==> config.mk <==
export PLATFORM = sky130hd
export DESIGN_NAME = sorter_ctrl_flat
export DESIGN_NICKNAME = d
export VERILOG_FILES = /design/src/rtl/sorter_pkg.sv /design/src/rtl/sorter_ctrl_if.sv /design/src/rtl/sorter_ctrl_cmp_swap.sv /design/src/rtl/sorter_ctrl.sv /design/src/flat_wrapper.sv
export SDC_FILE = /design/constraint.sdc
export NUM_CORES = 1
export LEC_CHECK = 0
export CORE_ASPECT_RATIO = 0.9
export CORE_MARGIN = 2
export CORE_UTILIZATION = 50
export CTS_BUF_LIST = sky130_fd_sc_hd__clkbuf_16
export CTS_CLUSTER_SIZE = 28
export DETAILED_ROUTE_END_ITERATION = 8
export MAX_ROUTING_LAYER = met4
export PLACE_DENSITY = 0.68
export SETUP_SLACK_MARGIN = 0.1
export SLEW_MARGIN = 20
export SYNTH_ARGS = -nofsm -noshare
export SYNTH_HDL_FRONTEND = slang
export SYNTH_SLANG_ARGS = --single-unit
==> constraint.sdc <==
create_clock -name clk -period 3.8 [get_ports clk]
set_input_delay 0.76 -clock clk [delete_from_list [all_inputs] [get_ports clk]]
set_output_delay 0.76 -clock clk [all_outputs]
set_load 0.01 [all_outputs]
==> src/rtl/sorter_pkg.sv <==
// Shared sizing defaults and FSM encoding for the batch sorter controller.
package sorter_pkg;

    localparam int DEPTH = 8;
    localparam int DW    = 8;
    localparam int LW    = 4;

    typedef logic [1:0] state_t;

    localparam state_t ST_IDLE  = 2'd0;
    localparam state_t ST_LOAD  = 2'd1;
    localparam state_t ST_SORT  = 2'd2;
    localparam state_t ST_DRAIN = 2'd3;

    // A batch must hold at least one entry and fit in the buffer.
    function automatic logic len_ok(input logic [LW-1:0] len, input int depth);
        return (len != '0) && (int'(len) <= depth);
    endfunction

endpackage

==> src/rtl/sorter_ctrl_if.sv <==
// Value-FIFO read port and sorted output stream of the sorter controller.
interface sorter_ctrl_if #(
    parameter int DW = sorter_pkg::DW
);

    logic          val_empty;
    logic          val_rd_en;
    logic [DW-1:0] val_rd_data;

    logic [DW-1:0] m_data;
    logic          m_valid;
    logic          m_ready;
    logic          m_last;

    modport master (
        input  val_empty, val_rd_data, m_ready,
        output val_rd_en, m_data, m_valid, m_last
    );

    modport slave (
        output val_empty, val_rd_data, m_ready,
        input  val_rd_en, m_data, m_valid, m_last
    );

endinterface

==> src/rtl/sorter_ctrl_cmp_swap.sv <==
// Unsigned ascending compare-swap; equal inputs pass through unswapped.
module cmp_swap #(
    parameter int DW = 8
) (
    input  logic [DW-1:0] a,
    input  logic [DW-1:0] b,
    output logic [DW-1:0] lo,
    output logic [DW-1:0] hi
);

    logic swap;

    assign swap = (b < a);
    assign lo   = swap ? b : a;
    assign hi   = swap ? a : b;

endmodule

==> src/rtl/sorter_ctrl.sv <==
// Batch sorter: loads up to DEPTH values from a FIFO, sorts them with
// odd-even transposition (one phase per cycle) and streams them out ascending.
module sorter_ctrl import sorter_pkg::*; #(
    parameter int DEPTH = sorter_pkg::DEPTH,
    parameter int DW    = sorter_pkg::DW
) (
    input  logic          clk,
    input  logic          rst,
    input  logic          start,
    input  logic [LW-1:0] cfg_len,
    input  logic          abort,
    sorter_ctrl_if.master bus,
    output logic          busy,
    output logic          done,
    output logic          err
);

    localparam int IW = (DEPTH > 1) ? $clog2(DEPTH) : 1;

    state_t        state;
    logic [LW-1:0] len;
    logic [LW-1:0] issued;
    logic [LW-1:0] cap_idx;
    logic [LW-1:0] phase_cnt;
    logic [LW-1:0] rd_idx;
    logic          rd_pending;
    logic          pop;
    logic          odd_phase;
    logic          at_last;

    logic [DW-1:0] buf_q     [DEPTH];
    logic [DW-1:0] sort_next [DEPTH];
    logic [DW-1:0] cs_lo     [DEPTH/2];
    logic [DW-1:0] cs_hi     [DEPTH/2];

    assign pop       = (state == ST_LOAD) && !bus.val_empty && (issued < len) && !abort;
    assign odd_phase = phase_cnt[0];
    assign at_last   = (rd_idx == len - LW'(1));

    assign bus.val_rd_en = pop;
    assign bus.m_valid   = (state == ST_DRAIN);
    assign bus.m_data    = bus.m_valid ? buf_q[rd_idx[IW-1:0]] : '0;
    assign bus.m_last    = bus.m_valid && at_last;

    assign busy = (state != ST_IDLE);
    assign done = bus.m_last && bus.m_ready && !abort;

    // Comparator g serves pair (2g,2g+1) on even phases and (2g+1,2g+2) on odd ones.
    for (genvar g = 0; g < DEPTH/2; g++) begin : g_cs
        localparam int OH = (2*g + 2 < DEPTH) ? 2*g + 2 : 2*g + 1;

        logic [DW-1:0] cs_a;
        logic [DW-1:0] cs_b;

        assign cs_a = odd_phase ? buf_q[2*g + 1] : buf_q[2*g];
        assign cs_b = odd_phase ? buf_q[OH]      : buf_q[2*g + 1];

        cmp_swap #(.DW(DW)) u_cs (
            .a  (cs_a),
            .b  (cs_b),
            .lo (cs_lo[g]),
            .hi (cs_hi[g])
        );
    end

    // A pair only swaps when its upper index lies inside the current batch.
    for (genvar k = 0; k < DEPTH; k++) begin : g_next
        localparam int EI   = k / 2;
        localparam int EH   = k | 1;
        localparam int OI   = (k > 0) ? (k - 1) / 2 : 0;
        localparam int OH   = (k % 2 == 1) ? k + 1 : k;
        localparam bit OACT = (k > 0) && (OH < DEPTH);

        assign sort_next[k] =
            (!odd_phase && (EH < int'(len)))        ? ((k % 2 == 0) ? cs_lo[EI] : cs_hi[EI]) :
            (odd_phase && OACT && (OH < int'(len))) ? ((k % 2 == 1) ? cs_lo[OI] : cs_hi[OI]) :
                                                      buf_q[k];
    end

    always_ff @(posedge clk or posedge rst) begin
        if (rst) begin
            state      <= ST_IDLE;
            len        <= '0;
            issued     <= '0;
            cap_idx    <= '0;
            phase_cnt  <= '0;
            rd_idx     <= '0;
            rd_pending <= 1'b0;
            err        <= 1'b0;
            buf_q      <= '{default: '0};
        end else begin
            err        <= 1'b0;
            rd_pending <= pop;
            if (pop) begin
                issued <= issued + LW'(1);
            end

            if (abort && (state != ST_IDLE)) begin
                state      <= ST_IDLE;
                rd_pending <= 1'b0;
            end else begin
                case (state)
                    ST_IDLE: begin
                        if (start && !abort) begin
                            if (len_ok(cfg_len, DEPTH)) begin
                                len       <= cfg_len;
                                issued    <= '0;
                                cap_idx   <= '0;
                                phase_cnt <= '0;
                                rd_idx    <= '0;
                                state     <= ST_LOAD;
                            end else begin
                                err <= 1'b1;
                            end
                        end
                    end

                    // Read data trails its pop by one cycle, so capture lags issue.
                    ST_LOAD: begin
                        if (rd_pending) begin
                            buf_q[cap_idx[IW-1:0]] <= bus.val_rd_data;
                            cap_idx                <= cap_idx + LW'(1);
                            if (cap_idx == len - LW'(1)) begin
                                phase_cnt <= '0;
                                state     <= ST_SORT;
                            end
                        end
                    end

                    ST_SORT: begin
                        buf_q     <= sort_next;
                        phase_cnt <= phase_cnt + LW'(1);
                        if (phase_cnt == len - LW'(1)) begin
                            rd_idx <= '0;
                            state  <= ST_DRAIN;
                        end
                    end

                    ST_DRAIN: begin
                        if (bus.m_ready) begin
                            if (at_last) begin
                                state <= ST_IDLE;
                            end else begin
                                rd_idx <= rd_idx + LW'(1);
                            end
                        end
                    end

                    default: state <= ST_IDLE;
                endcase
            end
        end
    end

endmodule

==> src/flat_wrapper.sv <==
// flat-port wrapper written by rule: the top's interface ports become plain ports
module sorter_ctrl_flat import sorter_pkg::*;
#(
    parameter int DEPTH = sorter_pkg::DEPTH,
    parameter int DW    = sorter_pkg::DW
)
  (clk, rst, start, cfg_len, abort, busy, done, err, bus_val_empty, bus_val_rd_data, bus_m_ready, bus_val_rd_en, bus_m_data, bus_m_valid, bus_m_last);
  sorter_ctrl_if #(.DW(DW)) bus_i ();
  input  logic clk;
  input  logic rst;
  input  logic start;
  input  logic [LW-1:0] cfg_len;
  input  logic abort;
  output logic busy;
  output logic done;
  output logic err;
  input wire logic [$bits(bus_i.val_empty)-1:0] bus_val_empty;
  input wire logic [$bits(bus_i.val_rd_data)-1:0] bus_val_rd_data;
  input wire logic [$bits(bus_i.m_ready)-1:0] bus_m_ready;
  output wire logic [$bits(bus_i.val_rd_en)-1:0] bus_val_rd_en;
  output wire logic [$bits(bus_i.m_data)-1:0] bus_m_data;
  output wire logic [$bits(bus_i.m_valid)-1:0] bus_m_valid;
  output wire logic [$bits(bus_i.m_last)-1:0] bus_m_last;
  assign bus_i.val_empty = bus_val_empty;
  assign bus_i.val_rd_data = bus_val_rd_data;
  assign bus_i.m_ready = bus_m_ready;
  assign bus_val_rd_en = bus_i.val_rd_en;
  assign bus_m_data = bus_i.m_data;
  assign bus_m_valid = bus_i.m_valid;
  assign bus_m_last = bus_i.m_last;
  sorter_ctrl #(.DEPTH(DEPTH), .DW(DW)) u_core (.clk(clk), .rst(rst), .start(start), .cfg_len(cfg_len), .abort(abort), .bus(bus_i), .busy(busy), .done(done), .err(err));
endmodule
# [After elaboration in Yosys (flattened, before gate mapping)]
# Cells that the tools add are included.
[op_classes] n_addsub=5 multipliers=0 div=0 magnitude_cmp=16 n_eq_ne=29 n_shift=0 mux=68 bitwise=3 n_reduce_logical=40
[op_table] op="2-to-1 mux 8 bit" count=33
[op_table] op="case mux 64 bit (2 select lines)" count=1
[op_table] op="bitwise mux 64 bit" count=1
[op_table] op="2-to-1 mux 64 bit" count=1
[op_table] op="2-to-1 mux 4 bit" count=13
[op_table] op="< comparator 8 bit" count=4
[op_table] op="AND reduction 4 bit" count=8
[op_table] op="!= test 3 x 1 -> 1 bit, second input constant" count=9
[op_table] op="binary-select mux 8 bit (select 3 bit)" count=1
[op_table] op="demux 8 bit (select 3 bit)" count=1
[op_table] op="case mux 4 bit (3 select lines)" count=2
[op_table] op="logical AND 1 bit" count=17
[op_table] op="adder 4 x 1 -> 4 bit, second input constant" count=4
[op_table] op="< comparator 3 x 4 -> 1 bit, first input constant" count=4
[op_table] op="2-to-1 mux 2 bit" count=8
[op_table] op="AND reduction 7 bit" count=2
[op_table] op="== test 4 bit" count=3
[op_table] op="!= test 2 x 1 -> 1 bit, second input constant" count=6
[op_table] op="AND reduction 5 bit" count=2
[op_table] op="!= test 3 bit, second input constant" count=3
[op_table] op="greater-or-equal comparator 4 bit, second input constant" count=2
[op_table] op="< comparator 2 x 4 -> 1 bit, first input constant" count=2
[op_table] op="!= test 2 bit, second input constant" count=4
[op_table] op="inverter 3 -> 4 bit" count=2
[op_table] op="18 further kinds" count=28
[word_totals] register_bits=88 latch_bits=0 mem_bits_rw=0 rom_bits=0 in_bits=18 output_inout_bits=14 wordCells=177 memories=0

# [Depth between registers and ports, before layout]
# Gate-level depths: netlist (run 1).
[logic_depth] depth_word=9 depth_mapped=14 ltp_nobuf=9

# [Hierarchy]
# From an unflattened synthesis (run 1), not the netlist that was laid out.
[hier_totals] hier_cells=820 hier_area_um2=8099.0
[modules_own_cells] module="sorter_ctrl" instances=1 cells_per_inst=656 area_per_inst_um2=6397.4 seq_area_each_um2=2202.1
[modules_own_cells] module="cmp_swap" instances=4 cells_per_inst=41 area_per_inst_um2=425.4 seq_area_each_um2=0.0

# [Least setup slack after synthesis (run 1)]
# No wires, ideal clock.
[synth_timing] path_type="register -> register" from="register u_core.phase_cnt[0]" to="register u_core.buf_q[17] (netlist name)" setup_ns=0.096 t_arrival_ns=3.117 required_time_ns=3.704 path_slack_ns=0.587 stages_incl_launch_ff=14 path_buffers=6 period_less_slack_ns=3.213 cell_sequence="dfrtp_1 buf_4 buf_4 buf_4 buf_4 mux2i_1 ha_1 a211oi_1 a311oi_2 or3_1 buf_2 buf_6 and3_1 o31ai_1"
[synth_between] elab_chain_cells=6 word_cells_on_any_way=13 classes_between="1 x order compare; 1 x eq/ne; 7 x mux; 4 x reduce/logical"
[synth_rtl] item="start, declared" line="sorter_ctrl.sv:24" text="logic [LW-1:0] phase_cnt;"
[synth_rtl] item="start signal, assigned" line="sorter_ctrl.sv:132" text="phase_cnt <= phase_cnt + LW'(1);"
[synth_rtl] item="2-to-1 mux 8 bit, on equally long branches" line="sorter_ctrl.sv:56, sorter_ctrl.sv:55"
[synth_rtl] item="< comparator 8 bit" line="sorter_ctrl_cmp_swap.sv:13" text="assign swap = (b < a);"
[synth_rtl] item="2-to-1 mux 8 bit" line="sorter_ctrl_cmp_swap.sv:14" text="assign lo = swap ? b : a;"
[synth_rtl] item="2-to-1 mux 8 bit" line="sorter_ctrl.sv:76" text="(odd_phase && OACT && (OH < int'(len))) ? ((k % 2 == 1) ? cs_lo[OI] : cs_hi[OI]) :"
[synth_rtl] item="2-to-1 mux 8 bit" line="sorter_ctrl.sv:75" text="(!odd_phase && (EH < int'(len))) ? ((k % 2 == 0) ? cs_lo[EI] : cs_hi[EI]) :"
[synth_rtl] item="case mux 64 bit (2 select lines)" line="sorter_ctrl.sv:102" text="case (state)"
[synth_rtl] item="end signal, assigned by index" line="sorter_ctrl.sv:121" text="buf_q[cap_idx[IW-1:0]] <= bus.val_rd_data;"
[synth_rtl] item="end signal, assigned" line="sorter_ctrl.sv:131" text="buf_q <= sort_next;"
[synth_rtl] item="end, declared" line="sorter_ctrl.sv:31" text="logic [DW-1:0] buf_q [DEPTH];"
# Several ways; a longest one is shown, not always the timed one. The select of a mux whose other input is x is not followed.
# A chain may end at the register's enable or synchronous reset.

# [Final worst setup path (run 1)]
[layout_timing] from="register u_core.len[1]" to="output port done"
[layout_between] elab_chain_cells=5
[layout_rtl] item="start, declared" line="sorter_ctrl.sv:21" text="logic [LW-1:0] len;"
[layout_rtl] item="start signal, assigned" line="sorter_ctrl.sv:106" text="len <= cfg_len;"
[layout_rtl] item="subtractor 4 x 1 -> 4 bit" line="sorter_ctrl.sv:38" text="assign at_last = (rd_idx == len - LW'(1));"
[layout_rtl] item="== test 4 bit" line="sorter_ctrl.sv:38"
[layout_rtl] item="logical AND 1 bit" line="sorter_ctrl.sv:43" text="assign bus.m_last = bus.m_valid && at_last;"
[layout_rtl] item="logical AND 1 bit (2 in series)" line="sorter_ctrl.sv:46" text="assign done = bus.m_last && bus.m_ready && !abort;"
[layout_rtl] item="end, declared" line="flat_wrapper.sv:15" text="output logic done;"
# Every way passes these cells.

==> impl_results.md, run 1 <==
* Run status: complete, no violations
* Ordered cell list for the critical path: inv_1 > ha_1 > xnor2_1 > nor2_1 > nand4_1 > nor4_1 > clkdlybuf4s50_1
* Final core utilization at a little under three fifths
* Fraction of post-synthesis cell area in the top cell type by area at 27.41%
* VDD IR max at approximately 0.50 mV
* Number of antenna violations at the first check in global routing at 0
* Synthesized area at around 8000 um2
* Via-per-instance ratio at 6.494
* Critical path startpoint category: flop
* EDFF count, synth at 0
* Detail-routed net length per standard cell at around 21 um
* CTS H-tree lvls at 3
* Data arrival time of the critical path at 2.68 ns
* Remaining design rule violation count at 0
* Setup Viol. Count Final at 0
* Number of maximum-capacitance violations at 0
* RSZ-0062 raised after global routing: no
* Post-synth net total at 967
* Max stage delay on crit path at roughly 0.58 ns
* Worst slew margin relative to its limit at between 40 and 50%
* Number of register bits inferred by synthesis at slightly below 90
* Initial DRC Count at approximately 790
* Vertical die dimension at around 120 um
* Register clock-pin slew on the reported worst setup and hold paths at 0.06 ns
* Cts-stage hold buffer count at 0
* Maximum root-to-sink buffer count at 2
* Fraction of layout instances using a drive strength above 1 at between 10% and 20%
* First drt pass iteration count at 5
* Number of nets still failing antenna checks after routing at 0
* Core Box Area at about 16000 um2
* Path type of the worst setup path: flop to output pin
* Routed via count at 7410
* Port-buffer cells at 31
* Post-Place Worst Slack at 0.3197 ns
* Drt total wl at between 20000 and 25000 um
* Post-Syn Area per Cell at 8.866 um2
* Starting utilization of the core area at between 50% and 60%
* Main flop type after synthesis: dfrtp_1
* Crit Path Max Fanout at 6
* Critical Path End Type: output pin
* GR Util All Layers at between 30% and 40%
* Slowest stage cell on the critical path: clkdlybuf4s50_1
* Largest area contributor in the netlist: dfrtp_1
* Number of global-route vias before repair at around 7k
* Clock latency reported for the late side of the worst-skew pair at 0.36 ns
* CP Data Required Time at roughly 3.0 ns
* Number of I/O pins at 32
* Buffer type at the clock tree root: clkbuf_16
* Clock tree from TritonCTS: yes
* Tightest Pin Transition at slightly above 0.8 ns
* Period minus WS final at ~3.4 ns
* Final worst-path setup slack at approximately 0.36 ns
* Placer's final routability congestion estimate at roughly 0.95
* Final Hold Violating Endpoints at 0
* Length of routed met2 wiring at roughly 11000 um
* Clock sink total at 88
* Final Cycle Share at roughly nine tenths
* Number of CTS-inserted buffers at 9
* Static leakage at about 0.0037 uW
* Final clock skew at around 0.0097 ns
* Max Clock Freq at approximately 290 MHz
* Count of different cell masters after synthesis at 81
* Met3 routed WL at between 2000 and 2500 um
* R2R setup slack at 0.37 ns
* Net count, final at 995
* Top cells by area, synth: dfrtp_1, mux2i_1, ha_1
* Pin count of the biggest net entering global routing at between 40 and 50
* Total power per unit cell area at 913.8 nW/um2
* Wl on met1 at between 10000 and 15000 um
* Layout area overhead at 11.42%
* Sum of negative setup slack at 0 ns
* Cells after synthesis at between 900 and 1k
* Wire length of the first global-routing pass at approximately 40000 um
* Hold/Removal Path Class: flop to flop
* Final max-slew violation count at 0
* Share of synthesized registers carrying an async set or reset at 100.0%
* Remaining Overflow, GRT at 0
* DIE WIDTH at 137.6 um
* Sequential element share of the synthesized area at between 20% and 30%
* Uppermost layer routed: met4
* Area of the die at around 17000 um2
* # diodes at 0
* Number of fillers in the final layout at about 1.4k
* HPWL reported at the end of detailed placement at 18100 um
* Synthesis Warnings at 0
* Standard-cell row count at 43
-- power breakdown --
group	internal (uW)	switching, uW
Sequential	1300	506
Combinational	2280	3200
Clock	499	387
Total	4090	4090
-- layout make-up --
type | count | area [um2] | share of cell area [%]
clock buffer | 9 | 225.2 | 2.516
multi-input combinational | 708 | 5353 | 59.81
tap | 202 | 252.7 | 2.824
sequential | 88 | 2206 | 24.65
clock inverter | 7 | 55.05 | 0.6151
inverter | 53 | 200.2 | 2.237
timing repair buffer | 74 | 658.1 | 7.354
-- metal layers --
| layer | track usage [%] | up-vias |
|---|---|---|
| met5 | - | - |
| met4 | 6.549 | 0 |
| met3 | 7.379 | 35 |
| met2 | 42.82 | 316 |
| met1 | 44.19 | 3580 |
| li1 | - | 3479 |
-- cells by family (layout without fill, tap and decap cells) --
group | Yosys count | in the layout | synth area share (%)
DFF | 88 | 88 | 27.41
AOI/OAI and AO/OA | 264 | 264 | 23.44
muxes | 115 | 115 | 17.38
and+or+nand+nor | 271 | 271 | 16.59
buffers and inverters | 110 | 143 | 6.090
xor gates and xnor gates | 15 | 15 | 2.383
adders and majority gates | 43 | 43 | 6.698
-- cell usage after synthesis, types with 5 or more instances --
cell / count
dfrtp_1: 88
nor2_1: 74
nand2_1: 68
mux2i_1: 63
o21ai_0: 53
inv_1: 51
ha_1: 43
a21oi_1: 41
nor3_1: 36
mux2_2: 28
a211oi_1: 26
clkbuf_1: 25
buf_2: 19
nand3_1: 19
and3_1: 18
o32a_1: 18
mux4_2: 16
o31ai_1: 15
a211o_1: 12
xnor2_1: 11
a31oi_1: 10
a41oi_1: 10
nor2b_1: 9
o211ai_1: 9
or2_1: 9
buf_4: 8
mux2_1: 8
o221ai_1: 8
o22ai_1: 8
o21a_1: 7
o21ai_1: 6
nand4_1: 5
-- stage by stage --
step	cell area (um2)	std cells	hold WS (ns)	power, uW
finish	8950	1141	0.5238	8178
floorplan	8033	906	0.4740	5659
detailed placement	8663	1125	0.5130	7164
CTS	8944	1141	0.5246	8076
global placement	8663	1125	0.5015	7100
global route	8950	1141	0.5498	8841
-- repair_timing --
| action | in CTS | in global routing |
|---|---|---|
| setup buffers | 0 | 0 |
| resized for setup | 0 | 1 |
| endpoints found under the setup margin | 0 | 3 |
-- path summary, 6_finish.rpt --
kind | depth (start not counted) | from | to
min in group asynchronous | 2 | rst | u_core.rd_idx[3]
setup / recovery | 7 | u_core.len[1] | done
setup reg to reg | 9 | u_core.phase_cnt[0] | u_core.buf_q[23]
max in group asynchronous | 3 | rst | u_core.buf_q[11]
hold reg to reg | 1 | u_core.phase_cnt[3] | u_core.phase_cnt[3]
hold / removal | 1 | u_core.phase_cnt[3] | u_core.phase_cnt[3]
-- cell usage in the layout (no fill, tap or decap), types with 9 or more instances in the layout --
cell and count:
a21oi_1 41, o21ai_0 53, buf_4 41, o32a_1 18
clkbuf_16 9, a31oi_1 10, mux2_2 28, and3_1 18
inv_1 52, mux2i_1 63, mux4_2 16, a211o_1 12
xnor2_1 11, o31ai_1 15, ha_1 43, nor2b_1 9
clkdlybuf4s50_1 31, nor2_1 74, a41oi_1 10, nand3_1 19
dfrtp_1 87, or2_1 9, nand2_1 68, nor3_1 35
o211ai_1 9, a211oi_1 26
-- worst max-delay path: cells and delay by family (launching register included) --
kind,cells,cell delay [ns]
buffers and inverters,2,0.78
xor gates and xnor gates,1,0.15
adders and majority gates,1,0.34
DFF,1,0.43
and+or+nand+nor,3,0.63
-- flip-flops by register name (all words and copies together) (netlist names) --
register,cells
u_core.buf_q,56
u_core.g_cs.cs_b,8
u_core.cap_idx,4
u_core.issued,4
u_core.len,4
u_core.phase_cnt,4
u_core.rd_idx,4
u_core.state,2
u_core.err,1
u_core.rd_pending,1
No activity file was read; power rests on OpenSTA's default activity.
==> run 2, diff against run 1 <==
CORE_MARGIN = 10   (was 2)
==> run 2 against run 1 <==
Effect of this change: routed wire length increased by 1.8%; sequential share of layout area increased by 0.24 points; worst setup slack got worse by 0.076 ns; final cell count decreased by 1.2%; largest cell class unchanged; largest power group unchanged; highest routed layer unchanged.
==> impl_results.md, run 2 (synthesis gave the netlist of run 1 again) <==
* Area of all placed cells without fillers at between 8000 and 9000 um2
* Most frequent cells in the layout: dfrtp_1, nor2_1, nand2_1
* Wire length of the first global-routing pass at approximately 39000 um
* CTS H-tree lvls at 3
* GR Util All Layers at approximately 23%
* Max Clock Freq at 284.4 MHz
* VDD IR max at 0.6650 mV
* DIE WIDTH at 153.6 um
* Initial DRC Count at about 810
* Register bank with the most flops: u_core.buf_q
* RSZ-0062 raised after global routing: no
* # diodes at 0
* Placed instance area at around 8600 um2
* Commonest non-fill, non-tap cell in the layout: dfrtp_1
* Area of the die at approximately 22000 um2
* Post-CTS setup buffers at 0
* Number of global-route vias before repair at slightly below 7k
* HPWL reported at the end of detailed placement at between 15000 and 20000 um
* Placer's final routability congestion estimate at a little under 1
* Routed via count at between 7k and 8k
* Remaining Overflow, GRT at 0
* Run status: complete, no violations
* Final Cycle Share at 92.53%
* Clock sink total at 88
* Number of antenna violations at the first check in global routing at 0
* Total power per unit cell area at 912.9 nW/um2
* Fraction of layout instances using a drive strength above 1 at roughly 12%
* Net count, final at ~1000
* Layout area overhead at 10.33%
* First drt pass iteration count at 5
* Critical path startpoint category: flop
* Drt total wl at 24740 um
* Core Box Area at 15600 um2
* Remaining design rule violation count at 0
* Clock tree from TritonCTS: yes
* Static leakage at between 0.003 and 0.004 uW
* Cts-stage hold buffer count at 0
* Standard-cell row count at 43
* Final clock skew at 0.01034 ns
* Crit Path Max Fanout at 26
* Number of flip-flops under the largest register name at 56
* Clock latency reported for the late side of the worst-skew pair at 0.36 ns
* Worst slew margin relative to its limit at around 36%
* Final Hold Violating Endpoints at 0
* Number of I/O pins at 32
* Starting utilization of the core area at approximately half
* Data arrival time of the critical path at around 3.8 ns
* Maximum root-to-sink buffer count at 2
* Number of maximum-capacitance violations at 0
* Sum of negative setup slack at 0 ns
* Port-buffer cells at 31
* Register clock-pin slew on the reported worst setup and hold paths at approximately 0.070 ns
* Setup Viol. Count Final at 0
* Number of fillers in the final layout at roughly 1.4k
* Hold/Removal Path Class: flop to flop
* CP Data Required Time at slightly above 4 ns
* Path type of the worst setup path: flop to flop
* Number of nets still failing antenna checks after routing at 0
* Number of CTS-inserted buffers at 9
* Period minus WS final at 3.516 ns
* Via-per-instance ratio at between 6 and 7
* Critical Path End Type: flop
* Vertical die dimension at ~140 um
* Final max-slew violation count at 0
* Pin count of the biggest net entering global routing at between 80 and 90
* Cells resized by post-CTS repair at 0
* Tightest Pin Transition at roughly 0.95 ns
* Detail-routed net length per standard cell at about 22 um
* Buffer type at the clock tree root: clkbuf_16
==> run 2: worst max-delay path, cell delays in order, from the launching register on <==
cell and delay, ns:
dfrtp_4 0.57, buf_4 0.39, mux2_2 0.42, ha_1 0.34, a21oi_1 0.20, o21ai_0 0.20
nor2_1 0.73, nor3_1 0.15, o32a_1 0.37
==> run 2: final timing paths <==
kind	from	end	slack [ns]	cells past startpoint
max	u_core.phase_cnt[0]	u_core.buf_q[25]	0.28	8
min	u_core.buf_q[58]	u_core.buf_q[58]	0.54	1
max reg2reg	u_core.phase_cnt[0]	u_core.buf_q[25]	0.28	8
min reg2reg	u_core.buf_q[58]	u_core.buf_q[58]	0.54	1
max in group asynchronous	rst	u_core.len[2]	2.54	3
min in group asynchronous	rst	u_core.state[0]	0.81	3
==> run 2: power by group <==
group	internal (uW)	total, uW	switching [uW]	leakage [uW]
clock network	503	913	410	0.000136
logic	2170	5350	3190	0.00241
registers	1300	1820	520	0.00111
==> run 2: final cells by class <==
class | count | area (um2) | share of cell area (%)
sequential | 88 | 2206 | 24.89
clock buffer | 9 | 225.2 | 2.541
timing repair buffer | 60 | 565.5 | 6.381
tap | 202 | 252.7 | 2.852
clock inverter | 7 | 62.56 | 0.7059
multi-input combinational | 708 | 5350 | 60.37
inverter | 53 | 200.2 | 2.259
==> run 2: through the flow <==
step	hold WS, ns	utilization (%)	worst slack (ns)	instances	total power (uW)
3_3_place_gp	0.5149	54.93	0.4351	1111	6959
5_1_grt	0.5616	56.80	0.1156	1127	8708
2_1_floorplan	0.4740	-	0.5868	906	5659
6_report	0.5443	56.80	0.2838	1127	8091
4_1_cts	0.5474	56.78	0.3595	1127	7982
3_5_place_dp	0.5263	54.93	0.3777	1111	7038
==> run 2: layer usage <==
layer / wire (um) / vias to the layer above / GRT usage [%]
met2: 11060 / 288 / 33.54
met4: 410 / 0 / 6.061
met5: 0 / - / -
met3: 1958 / 39 / 5.969
li1: - / 3449 / -
met1: 11310 / 3665 / 31.11
